## src/rtl/shift_seq.sv

```systemverilog
// shift_seq: full-duplex serial engine that sequences an external multi-mode shift register
// through LOAD followed by WIDTH shifts per accepted word.
module shift_seq #(
    parameter int WIDTH = 8
) (
    input  logic             clk,
    input  logic             rst,
    input  logic             tx_valid_i,
    output logic             tx_ready_o,
    input  logic [WIDTH-1:0] tx_data_i,
    input  logic             dir_i,
    input  logic             pause_i,
    input  logic             sin_i,
    input  logic [WIDTH-1:0] sr_p_i,
    output logic [1:0]       sr_mode_o,
    output logic [WIDTH-1:0] sr_par_o,
    output logic             sr_d_o,
    output logic             sout_o,
    output logic             sout_valid_o,
    output logic             busy_o,
    output logic             done_o,
    output logic [WIDTH-1:0] rx_data_o
);
    localparam int CW = $clog2(WIDTH) + 1;

    typedef enum logic [1:0] {IDLE, LOAD, SHIFT, DONE} state_t;

    state_t           state;
    logic [WIDTH-1:0] data_q;
    logic             dir_q;
    logic [CW-1:0]    cnt;
    logic             shift;

    always_ff @(posedge clk) begin
        if (rst) begin
            state     <= IDLE;
            data_q    <= '0;
            dir_q     <= 1'b0;
            cnt       <= '0;
            rx_data_o <= '0;
        end else begin
            case (state)
                IDLE: if (tx_valid_i) begin
                    data_q <= tx_data_i;
                    dir_q  <= dir_i;
                    cnt    <= '0;
                    state  <= LOAD;
                end
                LOAD: state <= SHIFT;
                SHIFT: if (!pause_i) begin
                    cnt <= cnt + CW'(1);
                    if (cnt == CW'(WIDTH - 1)) state <= DONE;
                end
                DONE: begin
                    rx_data_o <= sr_p_i;
                    state     <= IDLE;
                end
                default: state <= IDLE;
            endcase
        end
    end

    // a paused SHIFT cycle holds the register and does not advance the count
    assign shift        = (state == SHIFT) && !pause_i;
    assign sr_mode_o    = (state == LOAD) ? 2'b01 : shift ? {1'b1, dir_q} : 2'b00;
    assign sr_par_o     = data_q;
    assign sr_d_o       = sin_i;
    assign sout_o       = dir_q ? sr_p_i[0] : sr_p_i[WIDTH-1];
    assign sout_valid_o = shift;
    assign tx_ready_o   = (state == IDLE);
    assign busy_o       = (state != IDLE);
    assign done_o       = (state == DONE);
endmodule

```

## config.mk

```make
export PLATFORM = sky130hd
export DESIGN_NAME = shift_seq
export DESIGN_NICKNAME = d
export VERILOG_FILES = /design/src/rtl/shift_seq.sv
export SDC_FILE = /design/constraint.sdc
export NUM_CORES = 1
export LEC_CHECK = 0
export ABC_CLOCK_PERIOD_IN_PS = 2000
export BUFFER_PORTS_ARGS = -buffer_cell sky130_fd_sc_hd__buf_2
export CAP_MARGIN = 40
export CORE_ASPECT_RATIO = 1.25
export CORE_MARGIN = 2
export CORE_UTILIZATION = 44
export DETAILED_ROUTE_END_ITERATION = 8
export PLACE_DENSITY = 0.75
export SLEW_MARGIN = 20
export SYNTH_ARGS = -nofsm -noshare
export SYNTH_HDL_FRONTEND = slang
export SYNTH_SLANG_ARGS = --single-unit
```

## constraint.sdc

```tcl
create_clock -name clk -period 2 [get_ports clk]
set_input_delay 0.1 -clock clk [delete_from_list [all_inputs] [get_ports clk]]
set_output_delay 0.1 -clock clk [all_outputs]
set_load 0.01 [all_outputs]
```

==> results of run 1 <==
-- worst max-delay path by stage --
stage | start | end
after floorplan | state[0] | cnt[2]
after global placement | state[0] | cnt[1]
after detailed placement | state[0] | cnt[1]
after CTS | state[0] | cnt[1]
after global routing | state[0] | sr_mode_o[1]
final | state[0] | state[1]
-- area by class of cell --
type	instances	area share
clock buffer	3	0.01737
clock inverter	1	0.003861
inverter	3	0.008687
multi-input combinational	84	0.4189
sequential	23	0.3552
tap	31	0.02992
timing repair buffer	43	0.1660
-- logic make-up (layout without fill, tap and decap cells) --
group                    count (synthesis)  count (layout)  share of synthesized area
multiplexers                            10              10                    0.09678
AND/OR/NAND/NOR                         48              48                     0.2330
AO/OA/AOI/OAI                           18              18                    0.09797
buffers and inverters                    9              50                    0.04420
XOR/XNOR                                 2               2                    0.01673
adder cells (fa/ha/maj)                  6               6                    0.07168
flip-flops                              23              23                     0.4397
-- through the flow --
stage,std cells,setup WS [ns]
floorplan,116,0.4474
global placement,184,0.2968
detailed placement,184,0.1964
CTS,188,0.1678
global route,188,0.1245
finish,188,0.2800
-- flip-flops by register name (all words and copies together), names as in the netlist --
signal / cells
dir_q: 1
state: 2
rx_data_o: 8
cnt: 4
sr_par_o: 8
-- synth_stat cells, types with 3 or more instances --
cell type	number	area (um^2)
dfxtp_1	23	460.4
nand2_1	21	78.83
nor2_1	13	48.80
a21oi_1	11	55.05
mux2i_1	9	90.09
ha_1	6	75.07
o21ai_0	4	20.02
and2_1	3	18.77
clkbuf_1	3	11.26
inv_1	3	11.26
nor2b_1	3	18.77
nor3_1	3	15.01
-- metal layers --
layer | vias up | track usage | part of all wire | wire, um
li1 | 460 | - | - | -
met1 | 406 | 0.2162 | 0.46 | 976
met2 | 29 | 0.2799 | 0.48 | 1036
met3 | 0 | 0.04294 | 0.058 | 125
met4 | 0 | 0.03475 | 0 | 0
met5 | - | 0 | 0 | 0
-- worst max-delay path, delay by kind of cell (launching register included) --
kind            cells  cell delay (ns)
mux                 1             0.23
simple gates        2             0.30
flops               1             0.40
compound gates      1             0.28
buf+inv             1             0.10
fa+ha+maj           1             0.31
-- report_power, final --
part	switching, uW	internal, uW
clock network	138	74.5
logic	293	193
registers	39.4	517
==> impl_metrics.toml, run 1 <==
[cells_and_area]
num-nets-final = 186
layout_common_cells = "buf_2, dfxtp_1, nand2_1, nor2_1, a21oi_1"
drive_gt1_frac = 0.3312
area_delta_synth_final_pct = 23.78
multi_input_area_um2 = 543.0
regArea_um2 = 460.4
nFillCells = 227
num_antenna_cells = 0
fin_util = 0.5801
final_cell_area_um2 = 1296
final_common_cell = "buf_2"

[synthesis]
ys_seq_area_frac = 0.4397
synth_edf_count = 0
syn-instance-count = 116
synth_area_um2 = 1047
ys_warn_count = 0
ys_async_sr_fraction = 0
ys_types = 25
syn-num-nets = 144
ys_seq_elements = 23
syn_avg_cell_area_um2 = 9.028
synth_ff_type = "dfxtp_1"

[cts]
htreeDepth = 1
clkTransAtPathRegs_ns = 0.13
cts_tree = "built"
cts_sinks = 23
cts_setup_buffers = 0
cts_buffers = 3
cts.path.max_buffers = 2
clk_latency_ns = 0.31
post_cts_resized = 0
cts_root_buf = "clkbuf_4"
ctsHoldBuffers = 0

[die]
fp.dieH_um = 58.55
rows = 19
coreArea_um2 = 2235
initial_core_util = 0.4686
dieWidth_um = 47.64
ioPinCount = 46
dieArea_um2 = 2789

[timing]
fin_crit_sh = 0.8600
fin_worst_hold_slack_ns = 0.008283
setup_tns_ns = 0
slew_headroom = 0.6886
final_hold_viol_count = 0
fin_crit_ns = 1.720
rsz0062_at_grt = "no"
worstMarginPinSlew_ns = 0.4672
slew_viol_final = 0
setup_violations = 0
finClkSkew_ns = 0.009736
fmax_mhz = 581.4

[hold_path]
hold_class = "in -> reg"
hp-start = "tx_data_i[1]"
hold_path_depth = 3
hold_path_end = "sr_par_o[1]"

[grt]
grt_overflow_total = 0
antenna_found_initial = 0
grt_pass1_vias = 846
grt_pass1_wl_um = 3484
grt.total_usage = 0.1681
grt_max_degree = 23

[pwr]
total_power_uw = 1255
p_leak_uw = 0.0005943
peakVddDrop_mv = 0.5900
power.density_nw_per_um2 = 968.0

[detailed_routing]
wl_per_cell_um = 11.38
drt.antenna.violating_nets = 0
vias_per_cell = 4.761
drc = 0
drt_iter0_drc = 10
dr_total_vias = 895
drt_pass1_iterations = 4
drt_wl_total_um = 2139

[run_status]
status = "completed"

[placed_design]
place_congestion = 0.7722
io_buffers = 43
dpl-instance-area_um2 = 1266
hpwl_um = 1651

[critical_path]
worstRegToRegCells = 6
cp.arrival_ns = 1.92
critPathLaunchType = "flop"
r2r_slack_ns = 0.28
timing.rr.end = "state[1]"
path_class = "reg -> reg"
slowest_delay_ns = 0.40
cpMaxStageDelayCell = "dfxtp_1"
r2r-start = "state[0]"
path_max_fanout = 8
crit_chain = "inv_1 -> ha_1 -> and2_1 -> a211oi_2 -> mux2i_1 -> nor2_1"
critPathCaptureType = "flop"
worstPathRequired_ns = 2.20

[job]
cap_violations = 0
Power figures use the tool's default switching activity.
==> run 2: changes to the inputs <==
Settings changed: ABC_AREA from default to 1, BUFFER_PORTS_ARGS -buffer_cell sky130_fd_sc_hd__buf_2 to -buffer_cell sky130_fd_sc_hd__clkbuf_2, PLACE_DENSITY 0.75 to 0.76.
==> run 2 against run 1 <==
Net effect:
- via count grew 14%
- power rose by 24%
- wire length is 5.7% higher
- sequential power grew 12%
- non-clock buffer count grew 1
- register-to-register slack better by 0.33 ns
==> impl_metrics.toml, run 2 <==
[run_status]
status = "completed"

[critical_path]
worstRegToRegCells = 7
cp.arrival_ns = 1.50
critPathCaptureType = "primary output"
path_max_fanout = 5
crit_chain = "inv_1 -> ha_1 -> inv_2 -> nor2_1 -> a21o_1 -> clkbuf_2"
cpMaxStageDelayCell = "dfxtp_1"
r2r-start = "state[0]"
critPathLaunchType = "flop"
path_class = "reg -> out"
r2r_slack_ns = 0.61
worstPathRequired_ns = 1.90
slowest_delay_ns = 0.34
timing.rr.end = "cnt[2]"

[timing]
worst_slack_ns = 0.3973
final_hold_viol_count = 0
finClkSkew_ns = 0.01336
fin_crit_sh = 0.8014
slew_viol_final = 0
slew_headroom = 0.7110
setup_tns_ns = 0
fmax_mhz = 623.9
rsz0062_at_grt = "no"
fin_crit_ns = 1.603
worstMarginPinSlew_ns = 0.4331
setup_violations = 0

[cells_and_area]
layout_common_cells = "nor2_1, clkbuf_2, dfxtp_1, o21ai_0, nand2_1"
final_common_cell = "nor2_1"
layout.cells.non_filler = 214
num-nets-final = 212
nFillCells = 211
drive_gt1_frac = 0.3115
fin_util = 0.5898
area_delta_synth_final_pct = 26.97
num_antenna_cells = 0

[cts]
cts.path.max_buffers = 2
cts_tree = "built"
cts_setup_buffers = 0
clk_latency_ns = 0.31
clkTransAtPathRegs_ns = 0.13
cts_buffers = 3
htreeDepth = 1
post_cts_resized = 0
cts_root_buf = "clkbuf_4"
ctsHoldBuffers = 1
cts_sinks = 23

[grt]
grt_pass1_vias = 900
grtUsageMet1 = 0.2109
grtUsageMet3 = 0.02804
top_usage_layer = "met2"
antenna_found_initial = 0
grt_max_degree = 20
met2_usage = 0.3033
grt_overflow_total = 0
grt_pass1_wl_um = 3588
grt.total_usage = 0.1804

[detailed_routing]
drt_wl_total_um = 2261
drt_pass1_iterations = 4
wl_per_cell_um = 10.57
drt_iter0_drc = 36
dr_total_vias = 1023
drc = 0
drt.antenna.violating_nets = 0
vias_per_cell = 4.780

[placed_design]
placed_cells = 209
io_buffers = 43
place_congestion = 0.8970
preCtsSetupSlack_ns = 0.5985
hpwl_um = 1821

[synthesis]
syn-instance-count = 138
syn-num-nets = 166
synth_edf_count = 0
ys_seq_area_frac = 0.4532
synthTopCellsByArea = "dfxtp_1, nor2_1, o21ai_0, ha_1, nand2_1"
syn_avg_cell_area_um2 = 7.362
ys_async_sr_fraction = 0
ys_seq_elements = 23
synth_common_cells = "nor2_1, dfxtp_1, o21ai_0, nand2_1, inv_1"
synth_top_area_frac = 0.4532
synth_most_common_cell = "nor2_1"
ys_warn_count = 0
ys_types = 19
synth_area_um2 = 1016
synth_largest_area_cell = "dfxtp_1"
synth_ff_type = "dfxtp_1"

[die]
fp.dieH_um = 57.73
dieArea_um2 = 2712
coreArea_um2 = 2187
ioPinCount = 46
dieWidth_um = 46.98
initial_core_util = 0.4645
rows = 19

[hold_path]
hold_path_depth = 3
hold_class = "in -> reg"
hp-start = "sr_p_i[4]"
hold_path_end = "rx_data_o[4]"

[pwr]
peakVddDrop_mv = 0.6867
p_leak_uw = 0.0006692
power.density_nw_per_um2 = 1210
total_power_uw = 1560

[job]
cap_violations = 0
[run 2: changes by cell type in the layout (fill, tap and decap cells not counted), sizes merged, moves of 4 or more]
cell    delta
nand2      -4
nor2      +31
inv       +10
a21oi      -4
buf       -43
o21ai     +16
mux2i      -9
clkbuf    +43
[run 2: final cells by class]
cell class | instances | area [um^2] | share of cell area
tap | 31 | 38.79 | 0.03007
inverter | 13 | 51.30 | 0.03977
timing repair buffer | 44 | 225.2 | 0.1746
multi-input combinational | 99 | 486.7 | 0.3773
clock inverter | 1 | 5.005 | 0.003880
clock buffer | 3 | 22.52 | 0.01746
sequential | 23 | 460.4 | 0.3569
[run 2: metrics by stage]
stage / area [um^2] / hold WS, ns
floorplan: 1016 / 0.1691
global placement: 1252 / 0.2001
detailed placement: 1252 / 0.2001
CTS: 1290 / 0.01433
global route: 1290 / 0.004788
finish: 1290 / 0.01355
[run 2: worst max-delay path: cells and delay by family (launching register included)]
family	cells	cell delay (ns)
buf+inv	3	0.35
flops	1	0.34
simple gates	1	0.13
compound gates	1	0.13
fa+ha+maj	1	0.26
[run 2: logic make-up after synthesis]
group | count (synthesis) | synth area share
buffers and inverters | 16 | 0.06774
AOI/OAI and AO/OA | 28 | 0.1441
DFF | 23 | 0.4532
adders and majority gates | 6 | 0.07389
and+or+nand+nor | 65 | 0.2611
[run 2: how the worst max path moves through the flow]
stage | end | cells past startpoint | start
2_1_floorplan | cnt[2] | 7 | state[0]
3_3_place_gp | cnt[2] | 7 | state[0]
3_5_place_dp | cnt[2] | 7 | state[0]
4_1_cts | sr_mode_o[0] | 6 | state[0]
5_1_grt | sr_mode_o[0] | 6 | state[0]
6_report | sr_mode_o[0] | 6 | state[0]
[run 2: metal layers]
metal	routed length [um]	vias to the layer above
met5	0	-
met2	1105	41
met3	145	5
met4	39	0
li1	-	526
met1	970	451
[run 2: report_power, final]
group | switching, uW | internal (uW)
Combinational | 453 | 275
Sequential | 61.6 | 559
Clock | 138 | 74.7
==> run 3: changes to the inputs <==
Settings changed: ABC_CLOCK_PERIOD_IN_PS 2000 to 1450, CORE_UTILIZATION 44 to 41, PLACE_DENSITY 0.76 to 0.74.
Clock period 2 ns to 1.45 ns, I/O delays scaled along.
==> run 3 against run 2 <==
Net effect:
- sequential power rose by 43%
- clock skew is 0.0095 ns lower
- clock power increased by 37%
- non-clock buffer count increased by 8
- first-iteration DRC count fell by 58%
- via count is 2.9% higher
- critical path depth unchanged
- sequential share of layout area decreased by 2.6 points
- global-route usage is 0.37 points higher
- core utilization decreased by 0.076 points
==> impl_metrics.toml, run 3 (same netlist as run 2, synthesis figures left out) <==
[run_status]
status = "completed"

[grt]
grt_pass1_wl_um = 4146
grt_pass1_vias = 1042
top_usage_layer = "met2"
grtUsageMet3 = 0.02750
grt.total_usage = 0.1841
grtUsageMet1 = 0.2117
grt_max_degree = 20
met2_usage = 0.3472
grt_overflow_total = 0
antenna_found_initial = 0

[critical_path]
r2r-start = "state[1]"
path_max_fanout = 5
endpoint = "sr_mode_o[0]"
critPathCaptureType = "primary output"
slowest_delay_ns = 0.39
cp.arrival_ns = 1.32
crit_chain = "inv_4 -> ha_4 -> inv_4 -> nor2_4 -> a21o_1 -> clkbuf_2"
worstPathRequired_ns = 1.38
worstRegToRegCells = 7
path_buf_inv = 3
cpMostUsedCell = "inv_4"
timing.rr.end = "state[1]"
r2r_slack_ns = 0.17
worst-path-stages = 6
cpMaxStageDelayCell = "dfxtp_4"
startpoint = "state[0]"
critPathLaunchType = "flop"
cpLargestDelayFamily = "flip-flops"
path_class = "reg -> out"

[cells_and_area]
layout_common_cells = "nor2_1, clkbuf_2, dfxtp_1, o21ai_0, nand2_1"
drive_gt1_frac = 0.3403
num-nets-final = 220
final_common_cell = "nor2_1"
nFillCells = 230
regArea_um2 = 467.9
layout.cells.non_filler = 224
multi_input_area_um2 = 519.2
fin_util = 0.5891
area_delta_synth_final_pct = 39.29
num_antenna_cells = 0

[placed_design]
hpwl_um = 1797
place_congestion = 0.8279
io_buffers = 43
placed_cells = 212

[timing]
rsz0062_at_grt = "no"
fin_crit_sh = 0.9588
setup_violations = 0
slew_viol_final = 0
fmax_mhz = 719.3
slew_headroom = 0.7106
final_hold_viol_count = 0
worstMarginPinSlew_ns = 0.4337
setup_tns_ns = 0
finClkSkew_ns = 0.003895
fin_crit_ns = 1.390

[hold_path]
hold_path_depth = 3
hp-start = "dir_i"
hold_class = "in -> reg"

[cts]
cts.path.max_buffers = 2
cts_buffers = 3
cts_sinks = 23
cts_root_buf = "clkbuf_4"
htreeDepth = 1
cts_setup_buffers = 0
clk_latency_ns = 0.31
cts_tree = "built"
clkTransAtPathRegs_ns = 0.12

[pwr]
power.density_nw_per_um2 = 1617
peakVddDrop_mv = 0.9796
total_power_uw = 2288
p_leak_uw = 0.0007118

[detailed_routing]
drt_pass1_iterations = 4
wl_per_cell_um = 11.33
vias_per_cell = 4.701
drt_iter0_drc = 15
dr_total_vias = 1053
drt.antenna.violating_nets = 0
drc = 0
drt_wl_total_um = 2537

[die]
coreArea_um2 = 2402
dieArea_um2 = 2895
dieWidth_um = 48.53
fp.dieH_um = 59.66
rows = 20
ioPinCount = 46
initial_core_util = 0.4229

[job]
cap_violations = 0
==> run 3: timing repair <==
item / in CTS / in global routing
hold buffers: 8 / 0
hold endpoints to repair: 9 / 0
setup endpoints to repair: 3 / 4
gates resized for setup: 5 / 10
==> run 3: worst reg2reg max path, cell delays in order (launching register included) <==
cell and delay, ns:
dfxtp_4 0.38, inv_1 0.10, ha_2 0.26, nand2_2 0.11, nand2_2 0.09, inv_2 0.05
a21oi_1 0.13, nor2_1 0.06
==> run 3: cell type report <==
cell class,instances,share of cell area
clock buffers,3,0.01592
clock inverters,1,0.003537
inverters,13,0.03979
multi-input cells,99,0.3669
flip-flops and latches,23,0.3307
well taps,33,0.02918
repair buffers,52,0.2140
==> run 3: stage by stage <==
step	cell area, um^2	hold WS [ns]	setup WS [ns]
after floorplan	1016	0.1416	0.1710
after global placement	1262	0.1451	0.1552
after detailed placement	1262	0.1451	0.05866
after CTS	1385	0.0001463	0.002910
after global routing	1415	0.02779	0.003226
final	1415	0.009480	0.05977
==> run 3: layer usage <==
layer,part of all wire,up-vias
met5,0,-
met1,0.42,475
met4,0.0039,0
li1,-,545
met2,0.53,31
met3,0.037,2
==> run 3: how the worst min path moves through the flow <==
stage,endpoint
after floorplan,cnt[0]
after global placement,sr_d_o
after detailed placement,sr_d_o
after CTS,dir_q
after global routing,sr_par_o[6]
final,dir_q
==> run 3: where the power goes <==
group	switching, uW	total (uW)	internal, uW
Clock	188	291	103
Combinational	678	1110	435
Sequential	97.8	884	786
